==> src/rtl/cell_locator.sv <==
// cell_locator: raster-scan Sudoku board tracker.
// Follows the beam pixel by pixel and reports, one cycle later, whether it is
// inside a cell (with row/col and in-cell offset), on a thin/thick grid line,
// or off the board. Each axis has its own tracker driven by counters and
// boundary comparators. A sticky seq_err flags skipped pixels or lines.
// Optional feature: define CELL_LOCATOR_CURSOR_EN to add the cursor_row/
// cursor_col inputs and the cursor_hit output.
module cell_locator #(
   parameter int unsigned COORD_W   = 10,
   parameter int unsigned GRID_N    = 9,
   parameter int unsigned BOX_N     = 3,
   parameter int unsigned ORIGIN_X  = 103,
   parameter int unsigned ORIGIN_Y  = 23,
   parameter int unsigned CELL_SIZE = 48,
   parameter int unsigned THIN_W    = 1,
   parameter int unsigned THICK_W   = 2,
   parameter int unsigned IDX_W     = 4,
   parameter int unsigned REL_W     = 6
) (
   input  logic               clk,
   input  logic               rst_n,
   input  logic               beam_valid,
   input  logic [COORD_W-1:0] beam_line,
   input  logic [COORD_W-1:0] beam_pixel,
   output logic               cell_hit,
   output logic [IDX_W-1:0]   cell_row,
   output logic [IDX_W-1:0]   cell_col,
   output logic [REL_W-1:0]   rel_line,
   output logic [REL_W-1:0]   rel_pixel,
   output logic               grid_line,
   output logic               thick_line,
   output logic               out_valid,
   output logic               seq_err
`ifdef CELL_LOCATOR_CURSOR_EN
  ,input  logic [IDX_W-1:0]   cursor_row
  ,input  logic [IDX_W-1:0]   cursor_col
  ,output logic               cursor_hit
`endif
);

   localparam logic [1:0] RGN_PRE  = 2'd0;
   localparam logic [1:0] RGN_CELL = 2'd1;
   localparam logic [1:0] RGN_GAP  = 2'd2;
   localparam logic [1:0] RGN_POST = 2'd3;

   // Boundary registers are wide enough to hold any cell start of the
   // configured grid plus one spare bit, so a grid wider than the screen
   // never wraps onto a small coordinate.
   localparam int unsigned ORG_MAX = (ORIGIN_X > ORIGIN_Y) ? ORIGIN_X : ORIGIN_Y;
   localparam int unsigned SPAN    = ORG_MAX + GRID_N * (CELL_SIZE + THICK_W + THIN_W) + 1;
   localparam int unsigned SPAN_W  = $clog2(SPAN + 1);
   localparam int unsigned BND_W   = ((SPAN_W > COORD_W) ? SPAN_W : COORD_W) + 1;
   localparam int unsigned BOX_W   = (BOX_N > 1) ? $clog2(BOX_N) : 1;

   localparam logic [BND_W-1:0] ORG_X_B    = BND_W'(ORIGIN_X);
   localparam logic [BND_W-1:0] ORG_Y_B    = BND_W'(ORIGIN_Y);
   localparam logic [BND_W-1:0] STEP_THIN  = BND_W'(CELL_SIZE + THIN_W);
   localparam logic [BND_W-1:0] STEP_THICK = BND_W'(CELL_SIZE + THICK_W);
   localparam logic [REL_W-1:0] OFF_LAST   = REL_W'(CELL_SIZE - 1);
   localparam logic [IDX_W-1:0] IDX_LAST   = IDX_W'(GRID_N - 1);
   localparam logic [BOX_W-1:0] BOX_LAST   = BOX_W'(BOX_N - 1);

   // One axis tracker. bnd holds the start of the next cell to enter;
   // thick marks that the gap following the current cell is a box separator.
   typedef struct packed {
      logic [1:0]       rgn;
      logic [IDX_W-1:0] idx;
      logic [BOX_W-1:0] box;
      logic [REL_W-1:0] off;
      logic [BND_W-1:0] bnd;
      logic             thick;
   } trk_t;

   localparam trk_t TRK_X_RST = '{rgn: RGN_PRE, idx: '0, box: '0, off: '0, bnd: ORG_X_B, thick: 1'b0};
   localparam trk_t TRK_Y_RST = '{rgn: RGN_PRE, idx: '0, box: '0, off: '0, bnd: ORG_Y_B, thick: 1'b0};

   function automatic trk_t enter_cell(trk_t t, logic [BND_W-1:0] c);
      trk_t n;
      n       = t;
      n.rgn   = RGN_CELL;
      n.off   = '0;
      n.thick = (t.box == BOX_LAST);
      n.bnd   = c + (n.thick ? STEP_THICK : STEP_THIN);
      return n;
   endfunction

   function automatic trk_t next_cell(trk_t t, logic [BND_W-1:0] c);
      trk_t n;
      n     = t;
      n.idx = t.idx + IDX_W'(1);
      n.box = (t.box == BOX_LAST) ? '0 : t.box + BOX_W'(1);
      return enter_cell(n, c);
   endfunction

   // Re-arm is applied first so that a coordinate landing on the origin in
   // the re-arm cycle is evaluated against the fresh boundary immediately.
   function automatic trk_t trk_step(trk_t t, logic rearm, logic [BND_W-1:0] c,
                                     logic [BND_W-1:0] origin);
      trk_t n;
      n = t;
      if (rearm) begin
         n.rgn   = RGN_PRE;
         n.idx   = '0;
         n.box   = '0;
         n.off   = '0;
         n.bnd   = origin;
         n.thick = 1'b0;
      end
      case (n.rgn)
         RGN_PRE: begin
            if (c == n.bnd) n = enter_cell(n, c);
         end
         RGN_CELL: begin
            if (n.off == OFF_LAST) begin
               if (n.idx == IDX_LAST)  n.rgn = RGN_POST;
               else if (c == n.bnd)    n = next_cell(n, c);
               else                    n.rgn = RGN_GAP;
            end else begin
               n.off = n.off + REL_W'(1);
            end
         end
         RGN_GAP: begin
            if (c == n.bnd) n = next_cell(n, c);
         end
         default: ;
      endcase
      return n;
   endfunction

   trk_t               x_q, x_d;
   trk_t               y_q, y_d;
   logic [COORD_W-1:0] prev_pix_q, prev_pix_d;
   logic [COORD_W-1:0] prev_line_q, prev_line_d;
   logic               first_q, first_d;
   logic               seq_err_q, seq_err_d;
   logic               out_valid_q, out_valid_d;
   logic               pix_zero, line_zero, seq_hit;

   // Tracker and sequence-check next state; everything holds while beam_valid is low.
   always_comb begin
      pix_zero    = (beam_pixel == '0);
      line_zero   = (beam_line == '0);
      x_d         = x_q;
      y_d         = y_q;
      prev_pix_d  = prev_pix_q;
      prev_line_d = prev_line_q;
      first_d     = first_q;
      seq_hit     = 1'b0;
      out_valid_d = beam_valid;
      if (beam_valid) begin
         x_d = trk_step(x_q, pix_zero, BND_W'(beam_pixel), ORG_X_B);
         if (pix_zero) y_d = trk_step(y_q, line_zero, BND_W'(beam_line), ORG_Y_B);
         if (!first_q) begin
            if (pix_zero) seq_hit = !line_zero && (beam_line != prev_line_q + COORD_W'(1));
            else          seq_hit = (beam_pixel != prev_pix_q + COORD_W'(1));
         end
         prev_pix_d  = beam_pixel;
         prev_line_d = beam_line;
         first_d     = 1'b0;
      end
      seq_err_d = seq_err_q | seq_hit;
   end

   // State registers; reset leaves both trackers off-board in PRE.
   always_ff @(posedge clk or negedge rst_n) begin
      if (!rst_n) begin
         x_q         <= TRK_X_RST;
         y_q         <= TRK_Y_RST;
         prev_pix_q  <= '0;
         prev_line_q <= '0;
         first_q     <= 1'b1;
         seq_err_q   <= 1'b0;
         out_valid_q <= 1'b0;
      end else begin
         x_q         <= x_d;
         y_q         <= y_d;
         prev_pix_q  <= prev_pix_d;
         prev_line_q <= prev_line_d;
         first_q     <= first_d;
         seq_err_q   <= seq_err_d;
         out_valid_q <= out_valid_d;
      end
   end

   // Classification straight from the registered trackers gives the 1-cycle latency.
   always_comb begin
      logic x_cell, y_cell, x_gap, y_gap, x_on, y_on;
      x_cell     = (x_q.rgn == RGN_CELL);
      y_cell     = (y_q.rgn == RGN_CELL);
      x_gap      = (x_q.rgn == RGN_GAP);
      y_gap      = (y_q.rgn == RGN_GAP);
      x_on       = x_cell || x_gap;
      y_on       = y_cell || y_gap;
      cell_hit   = x_cell && y_cell;
      grid_line  = x_on && y_on && (x_gap || y_gap);
      thick_line = grid_line && ((x_gap && x_q.thick) || (y_gap && y_q.thick));
      cell_row   = cell_hit ? y_q.idx : '0;
      cell_col   = cell_hit ? x_q.idx : '0;
      rel_line   = cell_hit ? y_q.off : '0;
      rel_pixel  = cell_hit ? x_q.off : '0;
   end

   assign out_valid = out_valid_q;
   assign seq_err   = seq_err_q;

`ifdef CELL_LOCATOR_CURSOR_EN
   logic [IDX_W-1:0] cur_row_q, cur_col_q;

   // Cursor position is captured with the beam so the compare lines up with the hit.
   always_ff @(posedge clk or negedge rst_n) begin
      if (!rst_n) begin
         cur_row_q <= '0;
         cur_col_q <= '0;
      end else if (beam_valid) begin
         cur_row_q <= cursor_row;
         cur_col_q <= cursor_col;
      end
   end

   assign cursor_hit = cell_hit && (y_q.idx == cur_row_q) && (x_q.idx == cur_col_q);
`endif

endmodule

==> config.mk <==
export PLATFORM = sky130hd
export DESIGN_NAME = cell_locator
export DESIGN_NICKNAME = d
export VERILOG_FILES = /design/src/rtl/cell_locator.sv
export SDC_FILE = /design/constraint.sdc
export NUM_CORES = 1
export LEC_CHECK = 0
export CORE_MARGIN = 10
export CORE_UTILIZATION = 60
export DETAILED_ROUTE_END_ITERATION = 8
export PLACE_DENSITY_LB_ADDON = 0.3
export SLEW_MARGIN = 25
export SYNTH_ARGS = -nofsm -noshare
export SYNTH_HDL_FRONTEND = slang
export SYNTH_SLANG_ARGS = --single-unit
export TNS_END_PERCENT = 10
==> constraint.sdc <==
create_clock -name clk -period 2.8 [get_ports clk]
set_input_delay 0.56 -clock clk [delete_from_list [all_inputs] [get_ports clk]]
set_output_delay 0.56 -clock clk [all_outputs]
set_load 0.03 [all_outputs]
After elaboration in Yosys (flattened, before gate mapping). Index checks and enable logic that the tools add are counted.

Register bits after elaboration: 75. Input port bits: 23. Output and inout port bits: 25. Word-level logic and storage cells: 105.

$add $sub $neg: 12. Eq/ne operators: 20. Mux-type cells: 38. Bitwise gates (word level): 1. Reduce and logical (&&, ||, !) cells: 17.

Operator list (number): $mux 26 (9); $pmux 26 s3 (2); $mux 24 (4); $add 10x6->11 (4); $mux 12 (2); $mux 6 (4); $eq 10x11->1 (2); $add 10x1->10 const B (2); $logic_not 10->1 (2); $mux 2 (10); $ne 10x10->1 (2); $eq 2x2->1 const B (8); $mux 8 (2); $add 6x1->6 const B (2); $eq 6x6->1 const B (2); $add 4x1->4 const B (2); $eq 2x1->1 const B (4); $eq 4x4->1 const B (2); $mux 4 (2); $logic_and 1x1->1 (7); $add 2x1->2 const B (2); $logic_not 2->1 (2); $logic_or 1x1->1 (4); $mux 1 (3); other kinds (3) (3).

Depth between registers and ports, before layout.
Depth in word-level cells: 13. Depth in mapped cells: 15.

Worst setup path before layout. Ideal clock, no wire load.

Kind: input-to-reg. From: input beam_pixel[1]. To: register x_q[10] (netlist name). Data arrival time: 3.285 ns. Data required time: 2.679 ns. Path slack: -0.606 ns. Stages on the path: 14. Path buffers: 4. Path through: buf_6 nor4_2 nand3_2 clkbuf_1 clkbuf_1 and2_1 ha_1 and4b_4 a41oi_1 or2_1 buf_6 o22ai_1 a41o_2 a22o_1.

Longest elaborated chain between the ends: 12. Elaborated cells on any way between the ends: 23. Those cells by class: add/sub: 3; eq/ne: 7; mux: 11; reduce/logical: 2.

RTL lines: start, declared (line 24) `input logic [COORD_W-1:0] beam_pixel,`; $logic_not 10->1 (line 141) `pix_zero = (beam_pixel == '0);`; $mux 26 (line 101) `if (rearm) begin`; $mux 26 (line 150) `if (beam_valid) begin`; $add 2x1->2 / $eq 2x2->1 (equally long branches) (line 91, 82); $mux 2 (line 91) `n.box = (t.box == BOX_LAST) ? '0 : t.box + BOX_W'(1);`; $eq 2x2->1 (line 82) `n.thick = (t.box == BOX_LAST);`; $mux 2 (line 83) `n.bnd = c + (n.thick ? STEP_THICK : STEP_THIN);`; $add 10x6->11 (line 83); $mux 24 (line 116) `else if (c == n.bnd) n = next_cell(n, c);`; $mux 24 (line 115) `if (n.idx == IDX_LAST) n.rgn = RGN_POST;`; $mux 12 (line 114) `if (n.off == OFF_LAST) begin`; $pmux 26 s3 * (line 109) `case (n.rgn)`; end signal, assigned (line 167) `x_q <= TRK_X_RST;`; end signal, assigned (line 175) `x_q <= x_d;`; end, declared (line 130) `trk_t x_q, x_d;`.

Every way passes the cells marked *; elsewhere a longest branch is shown, timed or not. The select of a mux whose other input is x is not followed. A chain may end at the register's enable or synchronous reset.

Final worst setup path.
From: input beam_line[7]. To: register y_q[6] (netlist name).

Longest elaborated chain between the ends: 13. Elaborated cells on any way between the ends: 24. Those cells by class: add/sub: 3; eq/ne: 7; mux: 12; reduce/logical: 2.

RTL lines: start, declared (line 23) `input logic [COORD_W-1:0] beam_line,`; $logic_not 10->1 (line 142) `line_zero = (beam_line == '0);`; $mux 26 (line 101); $mux 26 (line 152) `if (pix_zero) y_d = trk_step(y_q, line_zero, BND_W'(beam_line), ORG_Y_B);`; $mux 26 (line 150); $add 2x1->2 / $eq 2x2->1 (equally long branches) (line 91, 82); $mux 2 (line 91); $eq 2x2->1 (line 82); $mux 2 (line 83); $add 10x6->11 (line 83); $mux 24 (line 116); $mux 24 (line 115); $mux 12 (line 114); $pmux 26 s3 * (line 109); end signal, assigned (line 176) `y_q <= y_d;`; end, declared (line 131) `trk_t y_q, y_d;`.

Marks and branches as above.

==> results.tsv <==
metric	value	unit
status	complete, but fails checks	
failing checks	negative setup slack	
worst min path class	in2async	
Area Growth Syn to Fin	29.60	%
Routed Antenna Nets	0	
First DRT Iteration DRCs	911	
final setup fails	1	
DP HPWL	15520	um
VDD IR max	346.0	uV
CORE AREA	0.01084	mm^2
Starting Density	0.6115	
site row count	38	
Die X	125.1	um
FF-to-FF setup slack	0.30	ns
Rel. slew slack	0.5154	
clock latency on the worst-skew pair	0.38	ns
#FFs+latches synth	75	
die height	125.1	um
CP peak stage delay	0.39	ns
CP Cell Sequence	clkdlybuf4s15_1 > nor4_4 > nand3_4 > nand2_2 > or2_4 > inv_1 > ha_1 > a21oi_2 > nor2_1 > o21ai_0 > a21oi_1 > a211oi_1 > a21oi_1 > a21o_1	
CTS tree	built	
I/O pin count	48	
CP Depth	14	
critical-path maximum fanout	7	
max_cap viols	0	
RSZ-0062 raised after global routing	true	
Final Max Slew Viols	0	
Cell Pwr Density	356.9	mW/mm^2
post-synthesis cell count	800	
CP bufs+invs	2	
ANT cells	0	
Vias/cell	6.453	
fmax	0.3542	GHz
CTS Root Cell	clkbuf_8	
Final Util	0.7925	
Int Power	2.079	mW
worst reg2reg path depth	9	
Final GP Congestion	0.9818	
first-pass GRT wire length	34640	um
Mapped Area	0.006629	mm^2
syn_area_per_cell	8.286	um^2
Worst setup EP type	register	
hold slack	0.1904	ns
Clk pin slew, worst setup/hold paths	0.09	ns
crit start category	input port	
period utilization	1.008	
worst clock skew	0.01204	ns
Critical-path top delay cell	nor4_4	
Setup CP Type	in2reg	
Logic pwr share	0.267	
Routed WL	21350	um
Fin. Hold Viols	0	
CP most frequent cell	a21oi_1	
number of library cell types mapped by synthesis	96	
via count	7027	
largest net degree at the start of global routing	76	
EDFF count, synth	0	
Syn Nets	845	
grt total ovfl	0	
Final Power	3.066	mW
Port Buf Inserts	47	
Yosys Warn Count	0	
prevailing post-synth register cell	dfrtp_1	
crit path time final	2.823	ns
Flop pwr share	0.413	
Clk pwr share	0.320	
drt wl/cell	19.60	um
Pre-antenna DRT Iters	7	
sequential fraction of the synthesis area	0.2850	
Tot GR Track Use	0.2590	
worst slack, placed	-0.5980	ns
layout cells sized above 1	0.2961	
commonest non-fill, non-tap cells in the layout	142 x buf_4, 75 x nand2_1, 65 x dfrtp_1	
Die ar.	0.01565	mm^2
Remaining DRCs	0	
Slew @ Worst Pin	0.7269	ns
CTS Sinks	75	
nets@finish	989	
H-tree depth	3	
fin worst setup slack	-0.02330	ns
P_sw	0.9871	mW
fraction of registers with async set/reset	1.000	
Num CTS Buffers	9	
worst r2r src	y_q[19]	
Top delay family on crit path	compound AO/OA/AOI/OAI gates	
Data required, critical path	3.07	ns
Sw Ratio	0.3220	
Leak Pwr	4.046	nW
Arr. time, crit path	3.09	ns
number of global-route vias before repair	6794	
Reg-to-Reg End	y_q[10]	
most common cell after layout, fill and taps aside	buf_4	
clock buffer depth	2	
initial antenna violation count	0	
flip-flops by register name (all words and copies together), names as in the netlist:
register,count
prev_line_q,10
x_q,26
y_q,26
first_q,1
prev_pix_q,10
seq_err,1
out_valid,1
worst max-delay path by stage:
stage / from / end
global placement: beam_pixel[0] / x_q[7]
floorplan: beam_pixel[1] / x_q[8]
detailed placement: beam_pixel[7] / x_q[7]
finish: beam_line[7] / y_q[6]
global route: beam_line[7] / y_q[6]
CTS: x_q[25] / rel_line[1]
stage by stage:
step / instances / cell area, um^2 / setup TNS [ns]
final: 1089 / 8591 / -0.02330
after global routing: 1089 / 8591 / -0.3793
after CTS: 1085 / 8394 / 0
after detailed placement: 1063 / 8060 / -19.23
after global placement: 1063 / 8060 / -16.99
after floorplan: 800 / 6833 / -2.047
repair_timing:
action | in CTS | in global routing
setup endpoints to repair | 47 | 35
resized for setup | 39 | 55
buffers inserted | 5 | 4
pin swaps | 14 | 20
hold buffers | 0 | 0
hold endpoints to repair | 0 | 0
cloned | 1 | 0
per-layer routing:
metal,track usage,vias up,wire length [um]
met5,0,-,0
met4,0.08740,0,469
met3,0.05154,65,1632
met2,0.4104,364,10020
met1,0.3455,3353,9225
li1,-,3245,-
power groups by stage:
| stage | logic [mW] | clock network (mW) | registers, mW |
|---|---|---|---|
| after floorplan | 0.527 | 0 | 1.25 |
| after global placement | 0.760 | 0 | 1.27 |
| after detailed placement | 0.784 | 0 | 1.28 |
| after CTS | 0.788 | 0.987 | 1.26 |
| after global routing | 0.900 | 1.03 | 1.28 |
| final | 0.819 | 0.981 | 1.27 |
cell usage after synthesis (all sizes together) (11+ instances only):
cell / number / area, um^2
a211oi: 12 / 100.1
a21oi: 61 / 309.1
a31oi: 16 / 115.1
and3: 27 / 168.9
buf: 33 / 244.0
clkbuf: 25 / 116.4
dfrtp: 65 / 1627
ha: 20 / 250.2
inv: 20 / 75.07
mux2: 22 / 247.7
nand2: 83 / 332.8
nand2b: 11 / 68.82
nand3: 36 / 185.2
nand4: 16 / 106.4
nor2: 55 / 214.0
nor3: 17 / 85.08
nor4: 19 / 180.2
o21ai: 67 / 350.3
o31ai: 12 / 90.09
xnor2: 15 / 138.9
xor2: 35 / 306.5
kinds of logic (layout without fill, tap and decap cells):
logic type | after synthesis | count (layout) | synth area share
simple gates | 302 | 302 | 0.2442
compound gates | 244 | 244 | 0.2459
buf+inv | 78 | 227 | 0.06569
flops | 75 | 75 | 0.2850
xor+xnor | 50 | 50 | 0.06720
mux | 27 | 27 | 0.04492
fa+ha+maj | 24 | 24 | 0.04700
layout make-up:
cell class	count	area, um^2
multi-input cells	647	4629
fillers	754	2250
flip-flops and latches	75	1889
repair buffers	191	1595
well taps	140	175.2
clock buffers	11	151.4
clock inverters	5	75.07
inverters	20	75.07
(Power assumes the default switching activity.)
